<file path="src/rtl/imem_loader_if.sv">
// imem_loader_if -- bundle of the loader's stream, memory-write and status
// signals.
//   start            : begin a load (host -> loader)
//   byte_valid       : byte_data holds a stream byte (host -> loader)
//   byte_data[7:0]   : load-stream byte (host -> loader)
//   byte_ready       : loader accepts a byte this cycle (loader -> host)
//   mem_write_enable : one-cycle instruction-memory write strobe
//   mem_address[31:0]: word-aligned byte address of the write
//   mem_write_data   : instruction word being written
//   cpu_hold         : keeps the CPU in reset while high
//   done / error     : outcome of the most recent load
// Modports: master = host/memory side, slave = the loader itself.
interface imem_loader_if;
  logic        start;
  logic        byte_valid;
  logic [7:0]  byte_data;
  logic        byte_ready;
  logic        mem_write_enable;
  logic [31:0] mem_address;
  logic [31:0] mem_write_data;
  logic        cpu_hold;
  logic        done;
  logic        error;

  modport master (
    output start, byte_valid, byte_data,
    input  byte_ready, mem_write_enable, mem_address, mem_write_data,
           cpu_hold, done, error
  );

  modport slave (
    input  start, byte_valid, byte_data,
    output byte_ready, mem_write_enable, mem_address, mem_write_data,
           cpu_hold, done, error
  );
endinterface

</file>
<file path="src/rtl/imem_loader.sv">
// imem_loader -- receives a framed byte stream and writes it into
// instruction memory while holding the CPU in reset.
// Frame: N[7:0], N[15:8], 4*N little-endian payload bytes, XOR checksum of
// the payload bytes only.
// Ports:
//   clock : single clock, rising edge
//   reset : asynchronous, active-high
//   bus   : imem_loader_if.slave (stream handshake, memory write, status)
// Parameter DEPTH_LOG2: log2 of memory capacity in 32-bit words.
module imem_loader #(
  parameter int DEPTH_LOG2 = 8
) (
  input  logic          clock,
  input  logic          reset,
  imem_loader_if.slave  bus
);

  localparam logic [2:0] IDLE   = 3'd0;
  localparam logic [2:0] LEN_LO = 3'd1;
  localparam logic [2:0] LEN_HI = 3'd2;
  localparam logic [2:0] DATA   = 3'd3;
  localparam logic [2:0] WRITE  = 3'd4;
  localparam logic [2:0] CHECK  = 3'd5;
  localparam logic [2:0] DONE   = 3'd6;
  localparam logic [2:0] ERROR  = 3'd7;

  // 33 bits so the capacity still fits for large DEPTH_LOG2.
  localparam logic [32:0] MAX_WORDS = 33'd1 << DEPTH_LOG2;

  logic [2:0]  state_reg, state_next;
  logic [15:0] len_reg;
  logic [15:0] word_idx_reg;
  logic [1:0]  lane_reg;
  logic [31:0] word_reg;
  logic [7:0]  csum_reg;
  logic [31:0] addr_reg;
  logic [31:0] wdata_reg;

  logic        byte_ready;
  logic        accept;
  logic [15:0] len_full;
  logic        len_bad;
  logic        last_word;
  logic [31:0] word_assembled;

  assign byte_ready = (state_reg == LEN_LO) || (state_reg == LEN_HI) ||
                      (state_reg == DATA)   || (state_reg == CHECK);
  assign accept     = bus.byte_valid && byte_ready;

  // Length as it will be once the high byte in LEN_HI is captured.
  assign len_full  = {bus.byte_data, len_reg[7:0]};
  assign len_bad   = (len_full == 16'd0) || ({17'd0, len_full} > MAX_WORDS);
  assign last_word = (word_idx_reg == len_reg - 16'd1);

  // The incoming byte replaces the current lane; other lanes keep what was
  // already collected. Lane 3 completes the word, which is then fed straight
  // into the write-data register so the strobe follows one cycle later.
  genvar gi;
  generate
    for (gi = 0; gi < 4; gi++) begin : g_lane
      assign word_assembled[gi*8 +: 8] =
        (lane_reg == 2'(gi)) ? bus.byte_data : word_reg[gi*8 +: 8];
    end
  endgenerate

  always_comb begin
    state_next = state_reg;
    case (state_reg)
      IDLE, DONE, ERROR: if (bus.start) state_next = LEN_LO;
      LEN_LO:            if (accept) state_next = LEN_HI;
      LEN_HI:            if (accept) state_next = len_bad ? ERROR : DATA;
      DATA:              if (accept && lane_reg == 2'd3) state_next = WRITE;
      WRITE:             state_next = last_word ? CHECK : DATA;
      CHECK:             if (accept)
                           state_next = (bus.byte_data == csum_reg) ? DONE : ERROR;
      default:           state_next = IDLE;
    endcase
  end

  always_ff @(posedge clock or posedge reset) begin
    if (reset) begin
      state_reg    <= IDLE;
      len_reg      <= 16'd0;
      word_idx_reg <= 16'd0;
      lane_reg     <= 2'd0;
      word_reg     <= 32'd0;
      csum_reg     <= 8'd0;
      addr_reg     <= 32'd0;
      wdata_reg    <= 32'd0;
    end else begin
      state_reg <= state_next;
      case (state_reg)
        IDLE, DONE, ERROR: begin
          if (bus.start) begin
            word_idx_reg <= 16'd0;
            csum_reg     <= 8'd0;
            lane_reg     <= 2'd0;
          end
        end
        LEN_LO: begin
          if (accept) len_reg[7:0] <= bus.byte_data;
        end
        LEN_HI: begin
          if (accept) begin
            len_reg[15:8] <= bus.byte_data;
            lane_reg      <= 2'd0;
          end
        end
        DATA: begin
          if (accept) begin
            csum_reg <= csum_reg ^ bus.byte_data;
            word_reg <= word_assembled;
            lane_reg <= lane_reg + 2'd1;
            if (lane_reg == 2'd3) begin
              addr_reg  <= {14'd0, word_idx_reg, 2'b00};
              wdata_reg <= word_assembled;
            end
          end
        end
        WRITE: begin
          if (!last_word) word_idx_reg <= word_idx_reg + 16'd1;
        end
        default: ;
      endcase
    end
  end

  // Status outputs decode directly from the state, so the asynchronous
  // reset of state_reg puts them at their reset values immediately.
  assign bus.byte_ready       = byte_ready;
  assign bus.mem_write_enable = (state_reg == WRITE);
  assign bus.mem_address      = addr_reg;
  assign bus.mem_write_data   = wdata_reg;
  assign bus.done             = (state_reg == DONE);
  assign bus.error            = (state_reg == ERROR);
  assign bus.cpu_hold         = (state_reg != DONE);

endmodule

</file>
<file path="src/flat_wrapper.sv">
// flat-port wrapper written by rule: the top's interface ports become plain ports
module imem_loader_flat 
#(
  parameter int DEPTH_LOG2 = 8
)
  (clock, reset, bus_start, bus_byte_valid, bus_byte_data, bus_byte_ready, bus_mem_write_enable, bus_mem_address, bus_mem_write_data, bus_cpu_hold, bus_done, bus_error);
  imem_loader_if bus_i ();
  input  logic clock;
  input  logic reset;
  input wire logic [$bits(bus_i.start)-1:0] bus_start;
  input wire logic [$bits(bus_i.byte_valid)-1:0] bus_byte_valid;
  input wire logic [$bits(bus_i.byte_data)-1:0] bus_byte_data;
  output wire logic [$bits(bus_i.byte_ready)-1:0] bus_byte_ready;
  output wire logic [$bits(bus_i.mem_write_enable)-1:0] bus_mem_write_enable;
  output wire logic [$bits(bus_i.mem_address)-1:0] bus_mem_address;
  output wire logic [$bits(bus_i.mem_write_data)-1:0] bus_mem_write_data;
  output wire logic [$bits(bus_i.cpu_hold)-1:0] bus_cpu_hold;
  output wire logic [$bits(bus_i.done)-1:0] bus_done;
  output wire logic [$bits(bus_i.error)-1:0] bus_error;
  assign bus_i.start = bus_start;
  assign bus_i.byte_valid = bus_byte_valid;
  assign bus_i.byte_data = bus_byte_data;
  assign bus_byte_ready = bus_i.byte_ready;
  assign bus_mem_write_enable = bus_i.mem_write_enable;
  assign bus_mem_address = bus_i.mem_address;
  assign bus_mem_write_data = bus_i.mem_write_data;
  assign bus_cpu_hold = bus_i.cpu_hold;
  assign bus_done = bus_i.done;
  assign bus_error = bus_i.error;
  imem_loader #(.DEPTH_LOG2(DEPTH_LOG2)) u_core (.clock(clock), .reset(reset), .bus(bus_i));
endmodule
</file>
<file path="config.mk">
export PLATFORM = sky130hd
export DESIGN_NAME = imem_loader_flat
export DESIGN_NICKNAME = d
export VERILOG_FILES = /design/src/rtl/imem_loader_if.sv /design/src/rtl/imem_loader.sv /design/src/flat_wrapper.sv
export SDC_FILE = /design/constraint.sdc
export NUM_CORES = 1
export LEC_CHECK = 0
export CAP_MARGIN = 15
export CORE_MARGIN = 2
export CORE_UTILIZATION = 59
export DETAILED_ROUTE_END_ITERATION = 12
export GPL_ROUTABILITY_DRIVEN = 0
export GPL_TIMING_DRIVEN = 0
export PLACE_DENSITY_LB_ADDON = 0.1
export SKIP_CTS_REPAIR_TIMING = 1
export SYNTH_ARGS = -nofsm -noshare
export SYNTH_HDL_FRONTEND = slang
export SYNTH_SLANG_ARGS = --single-unit
</file>
<file path="constraint.sdc">
create_clock -name clock -period 6.3 [get_ports clock]
set_input_delay 1.26 -clock clock [delete_from_list [all_inputs] [get_ports clock]]
set_output_delay 1.26 -clock clock [all_outputs]
set_load 0.03 [all_outputs]
</file>
## Word-level counts from Yosys, hierarchy flattened

Cells that the tools add are included.

| word-level totals | value |
|---|---|
| bits in registers | 125 |
| input port bits | 12 |
| output and inout bits | 69 |

| cells by class | value |
|---|---|
| add/subtract/negate cells | 3 |
| order comparisons | 1 |
| equal/unequal tests | 20 |
| mux-type cells | 23 |
| bitwise gates (word level) | 1 |
| reduce and logical (&&, ||, !) cells | 21 |

Operators with widths:

| cell | number |
|---|---|
| two-way mux 8 bit | 6 |
| two-way mux 16 bit | 2 |
| case mux 16 bit (2 select lines) | 1 |
| two-way mux 3 bit | 7 |
| case mux 3 bit (6 select lines) | 1 |
| adder 16 x 1 -> 16 bit (second input constant) | 1 |
| equality test 16 bit | 1 |
| greater-than comparator 16 x 9 -> 1 bit (second input constant) | 1 |
| zero test 16 bit | 1 |
| case mux 8 bit (2 select lines) | 1 |
| subtractor 16 x 1 -> 16 bit (second input constant) | 1 |
| equality test 3 bit (second input constant) | 4 |
| AND reduction 3 bit | 3 |
| equality test 8 bit | 1 |
| != test 2 x 1 -> 1 bit (second input constant) | 4 |
| XOR 8 bit | 1 |
| equality test 3 x 2 -> 1 bit (second input constant) | 2 |
| two-way mux 2 bit | 3 |
| != test 2 bit (second input constant) | 3 |
| case mux 2 bit (3 select lines) | 1 |
| AND reduction 2 bit | 3 |
| AND reduction 5 bit | 1 |
| equality test 2 bit (second input constant) | 2 |
| logical OR 1 bit | 4 |
| other kinds (12) | 14 |

## Depth between registers and ports, before layout

| logic depth | value |
|---|---|
| word-level depth | 8 |
| depth in mapped cells | 10 |

## Worst setup path after synthesis

No wires, ideal clock.

| path | value |
|---|---|
| path kind | flip-flop to flip-flop |
| start point | register u_core.len_reg[0] |
| end point | register u_core.word_idx_reg[9] |
| library setup time | 119 ps |
| arrival | 3013 ps |
| required time | 6181 ps |
| setup slack | 3168 ps |
| stages on the path, launching flop included | 11 |
| path buffers | 0 |
| clock period less this slack | 3132 ps |
| path through | dfrtp_1 inv_1 ha_1 or4b_4 or3_1 a2111oi_2 o2111ai_1 nor4_4 nor3_2 and3_1 o21a_1 |

| on the way | value |
|---|---|
| word-level cells in the longest chain between the ends | 4 |

Ends and longest elaborated chain:

| element | RTL line | text |
|---|---|---|
| start: declaration | imem_loader.sv:31 | `logic [15:0] len_reg;` |
| start signal: assignment | imem_loader.sv:101 | `if (accept) len_reg[7:0] <= bus.byte_data;` |
| subtractor 16 x 1 -> 16 bit | imem_loader.sv:53 | `assign last_word = (word_idx_reg == len_reg - 16'd1);` |
| equality test 16 bit | imem_loader.sv:53 |  |
| != test 2 bit (no line) | n/a |  |
| AND reduction 3 bit (no line) | n/a |  |
| end signal: assignment | imem_loader.sv:121 | `if (!last_word) word_idx_reg <= word_idx_reg + 16'd1;` |
| end: declaration | imem_loader.sv:32 | `logic [15:0] word_idx_reg;` |

Every way passes these cells.
A chain may end at the register's enable or synchronous reset.

## Final worst setup path

| path | value |
|---|---|
| start point | register u_core.state_reg[1] |
| end point | output bus_mem_write_enable |

| on the way | value |
|---|---|
| word-level cells in the longest chain between the ends | 1 |

Ends and longest elaborated chain:

| element | RTL line | text |
|---|---|---|
| start: declaration | imem_loader.sv:30 | `logic [2:0] state_reg, state_next;` |
| start signal: assignment | imem_loader.sv:91 | `state_reg <= state_next;` |
| equality test 3 bit | imem_loader.sv:131 | `assign bus.mem_write_enable = (state_reg == WRITE);` |
| end: declaration | flat_wrapper.sv:14 | `output wire logic [$bits(bus_i.mem_write_enable)-1:0] bus_mem_write_enable;` |

Every way passes these cells.

==> results.json <==
{
  "crit_fanout": 10,
  "async_flop_share_pct": 100,
  "cp-end-kind": "output pin",
  "core_area_um2": 9730,
  "diodes": 0,
  "cp.required_ns": 5.04,
  "netlist_area_um2": 5900,
  "clock_latency_ns": 0.53,
  "via_per_inst": 5.59,
  "synth.most_common_cell": "nand2_1",
  "wl_met2_um": 6370,
  "grt_pass1_vias": 4713,
  "wl_met3_um": 913,
  "period_share_pct": 58.4,
  "wl_um": 13600,
  "dr.pass1.iters": 6,
  "power.density_nw_per_um2": 434,
  "area_growth_pct": 25.0,
  "crit_arrival_ns": 2.42,
  "seq_area_frac_synth_pct": 49.6,
  "die-area_um2": 10800,
  "synth_cells": 607,
  "yosys_warnings": 0,
  "dp_cells": 820,
  "cts.sinks": 117,
  "fin_cells": 852,
  "ant_nets": 0,
  "drv_slew": 0,
  "dieWidth_um": 104,
  "setup_slack_ns": 2.62,
  "rsz0062_at_grt": "false",
  "overflow": 0,
  "first_iter_violations": 254,
  "initial_core_util_pct": 60.7,
  "cap_viol_max_count": 0,
  "synth-edff-count": 0,
  "io_pins": 81,
  "drive_above_1_share_pct": 13.1,
  "ys_ff_latch": 117,
  "fin_util_pct": 75.8,
  "leakagePower_nw": 3.40,
  "grt_usage_pct": 26.3,
  "largest_reg_flops": 32,
  "wire_per_inst_um": 15.9,
  "clkTransAtPathRegs_ns": 0.06,
  "portBuffers": 64,
  "highest_layer": "met4",
  "synthDistinctLibCells": 53,
  "cp_cell_sequence": "clkbuf_1 -> nor2_1 -> nand2_1 -> inv_1 -> clkdlybuf4s50_1",
  "path_delay_family": "buffers and inverters",
  "whs_ns": 0.472,
  "worst_pin_slew_ns": 0.972,
  "max_freq_ghz": 0.272,
  "dp_hpwl_um": 9300,
  "stdcell_area_um2": 7380,
  "route.detailed.drc": 0,
  "num_vias": 4762,
  "die_height_um": 104,
  "tns_ns": 0,
  "finalNetCount": 725,
  "cts_tree": "built",
  "crit_type": "reg -> out",
  "rows": 36,
  "grt_pass1_wl_um": 22700,
  "yosysTopAreaCellShare_pct": 49.6,
  "netlist_top_cells_area": "dfrtp_1 (50%), nand2_1 (9.1%), mux2_2 (7.1%)",
  "synthFlopType": "dfrtp_1",
  "antenna_found_initial": 0,
  "relSlewSlack_pct": 34.5,
  "cp-start-kind": "flip-flop",
  "fin_skew_ns": 0.00675,
  "synth_common_cells": "nand2_1 (143), dfrtp_1 (117), o21ai_0 (53)",
  "cts.path.max_buffers": 2,
  "worst_path_max_delay_cell": "clkdlybuf4s50_1",
  "met1Wirelength_um": 6080,
  "power_mw": 3.20,
  "yosys.area.top_type": "dfrtp_1",
  "numCtsBuffers": 17,
  "grt_max_degree": 70,
  "dpl-instance-area_um2": 6800,
  "cts-root-buf": "clkbuf_8",
  "ir_drop_v": 0.000252,
  "cp_num_buf_inv": 3,
  "hold_viol": 0,
  "place_ws_ns": 2.65,
  "htree_levels": 4,
  "setup_viol": 0,
  "slowest_delay_ns": 0.67,
  "hold_path_class": "reg -> reg",
  "fin_crit_ns": 3.68,
  "outcome": "complete, no violations",
  "avgSynthCellArea_um2": 9.72
}
-- routing by layer --
layer	track usage (%)	vias up
li1	-	2246
met1	35.6	2297
met2	41.6	202
met3	5.64	17
met4	10.3	0
met5	0	-
-- report_power, final --
part,internal (mW),switching [mW],leakage [nW]
combinational,0.479,0.632,1.58
sequential,0.973,0.179,1.55
clock,0.595,0.347,0.263
total,2.05,1.16,3.40
-- layout make-up --
type	count	area [µm²]
Sequential cell	117	2930
Multi-Input combinational cell	440	2730
Fill cell	687	2350
Timing Repair Buffer	66	673
Clock buffer	17	414
Buffer	50	249
Tap cell	133	166
Clock inverter	14	163
Inverter	15	58.8
-- logic make-up (layout without fill, tap and decap cells) --
family | after synthesis | after routing | synth area share (%)
xor gates and xnor gates | 26 | 26 | 3.86
and+or+nand+nor | 235 | 235 | 18.6
DFF | 117 | 117 | 49.6
other | 1 | 16 | 0.0635
buffers and inverters | 65 | 162 | 5.17
muxes | 71 | 71 | 12.8
AOI/OAI and AO/OA | 86 | 86 | 8.65
adders and majority gates | 6 | 6 | 1.27
-- final timing paths --
check	to	slack [ns]	depth (start not counted)	from
worst max-delay path	bus_mem_write_enable	2.62	5	u_core.state_reg[1]$_DFFE_PP0P_
worst min-delay path	u_core.bus.mem_write_data[25]$_DFFE_PP0P_	0.47	2	u_core.bus.mem_write_data[25]$_DFFE_PP0P_
worst max register to register	u_core.word_idx_reg[9]$_DFFE_PP0P_	2.65	10	u_core.len_reg[0]$_DFFE_PP0P_
worst min register to register	u_core.bus.mem_write_data[25]$_DFFE_PP0P_	0.47	2	u_core.bus.mem_write_data[25]$_DFFE_PP0P_
max in group asynchronous	u_core.word_reg[7]$_DFFE_PP0P_	4.39	3	reset
min in group asynchronous	u_core.bus.mem_write_data[12]$_DFFE_PP0P_	1.17	2	reset
-- cells in the final DEF (no fill, tap or decap), types with 3 or more instances in the layout --
master / netlist / routed
ha_1: 6 / 6
conb_1: 1 / 16
mux2i_1: 34 / 34
dfrtp_1: 117 / 117
and2_1: 3 / 3
nand4_1: 8 / 8
clkdlybuf4s50_1: 0 / 64
nor2_1: 21 / 21
mux2_2: 37 / 37
o21ai_0: 53 / 53
and3_1: 5 / 5
buf_1: 3 / 3
clkinv_2: 0 / 4
xnor2_1: 12 / 12
clkbuf_1: 30 / 30
xor2_1: 14 / 14
nand4b_1: 3 / 3
clkbuf_16: 0 / 16
nand2_1: 143 / 143
nor4_1: 10 / 10
nand2b_1: 11 / 11
inv_1: 15 / 14
nor3_1: 8 / 8
nand3_1: 8 / 8
bufinv_16: 0 / 3
a31oi_1: 3 / 3
clkinvlp_4: 0 / 7
a21oi_1: 9 / 9
buf_4: 16 / 16
-- worst register-to-register path, cell delays in order, from the launching register on --
cell,delay (ns)
dfrtp_1,0.45
inv_1,0.11
ha_1,0.29
or4b_4,0.54
or3_1,0.38
a2111oi_2,0.38
o2111ai_1,0.21
nor4_4,0.55
nor3_2,0.23
and3_1,0.24
o21a_1,0.16
(Power assumes the default switching activity.)
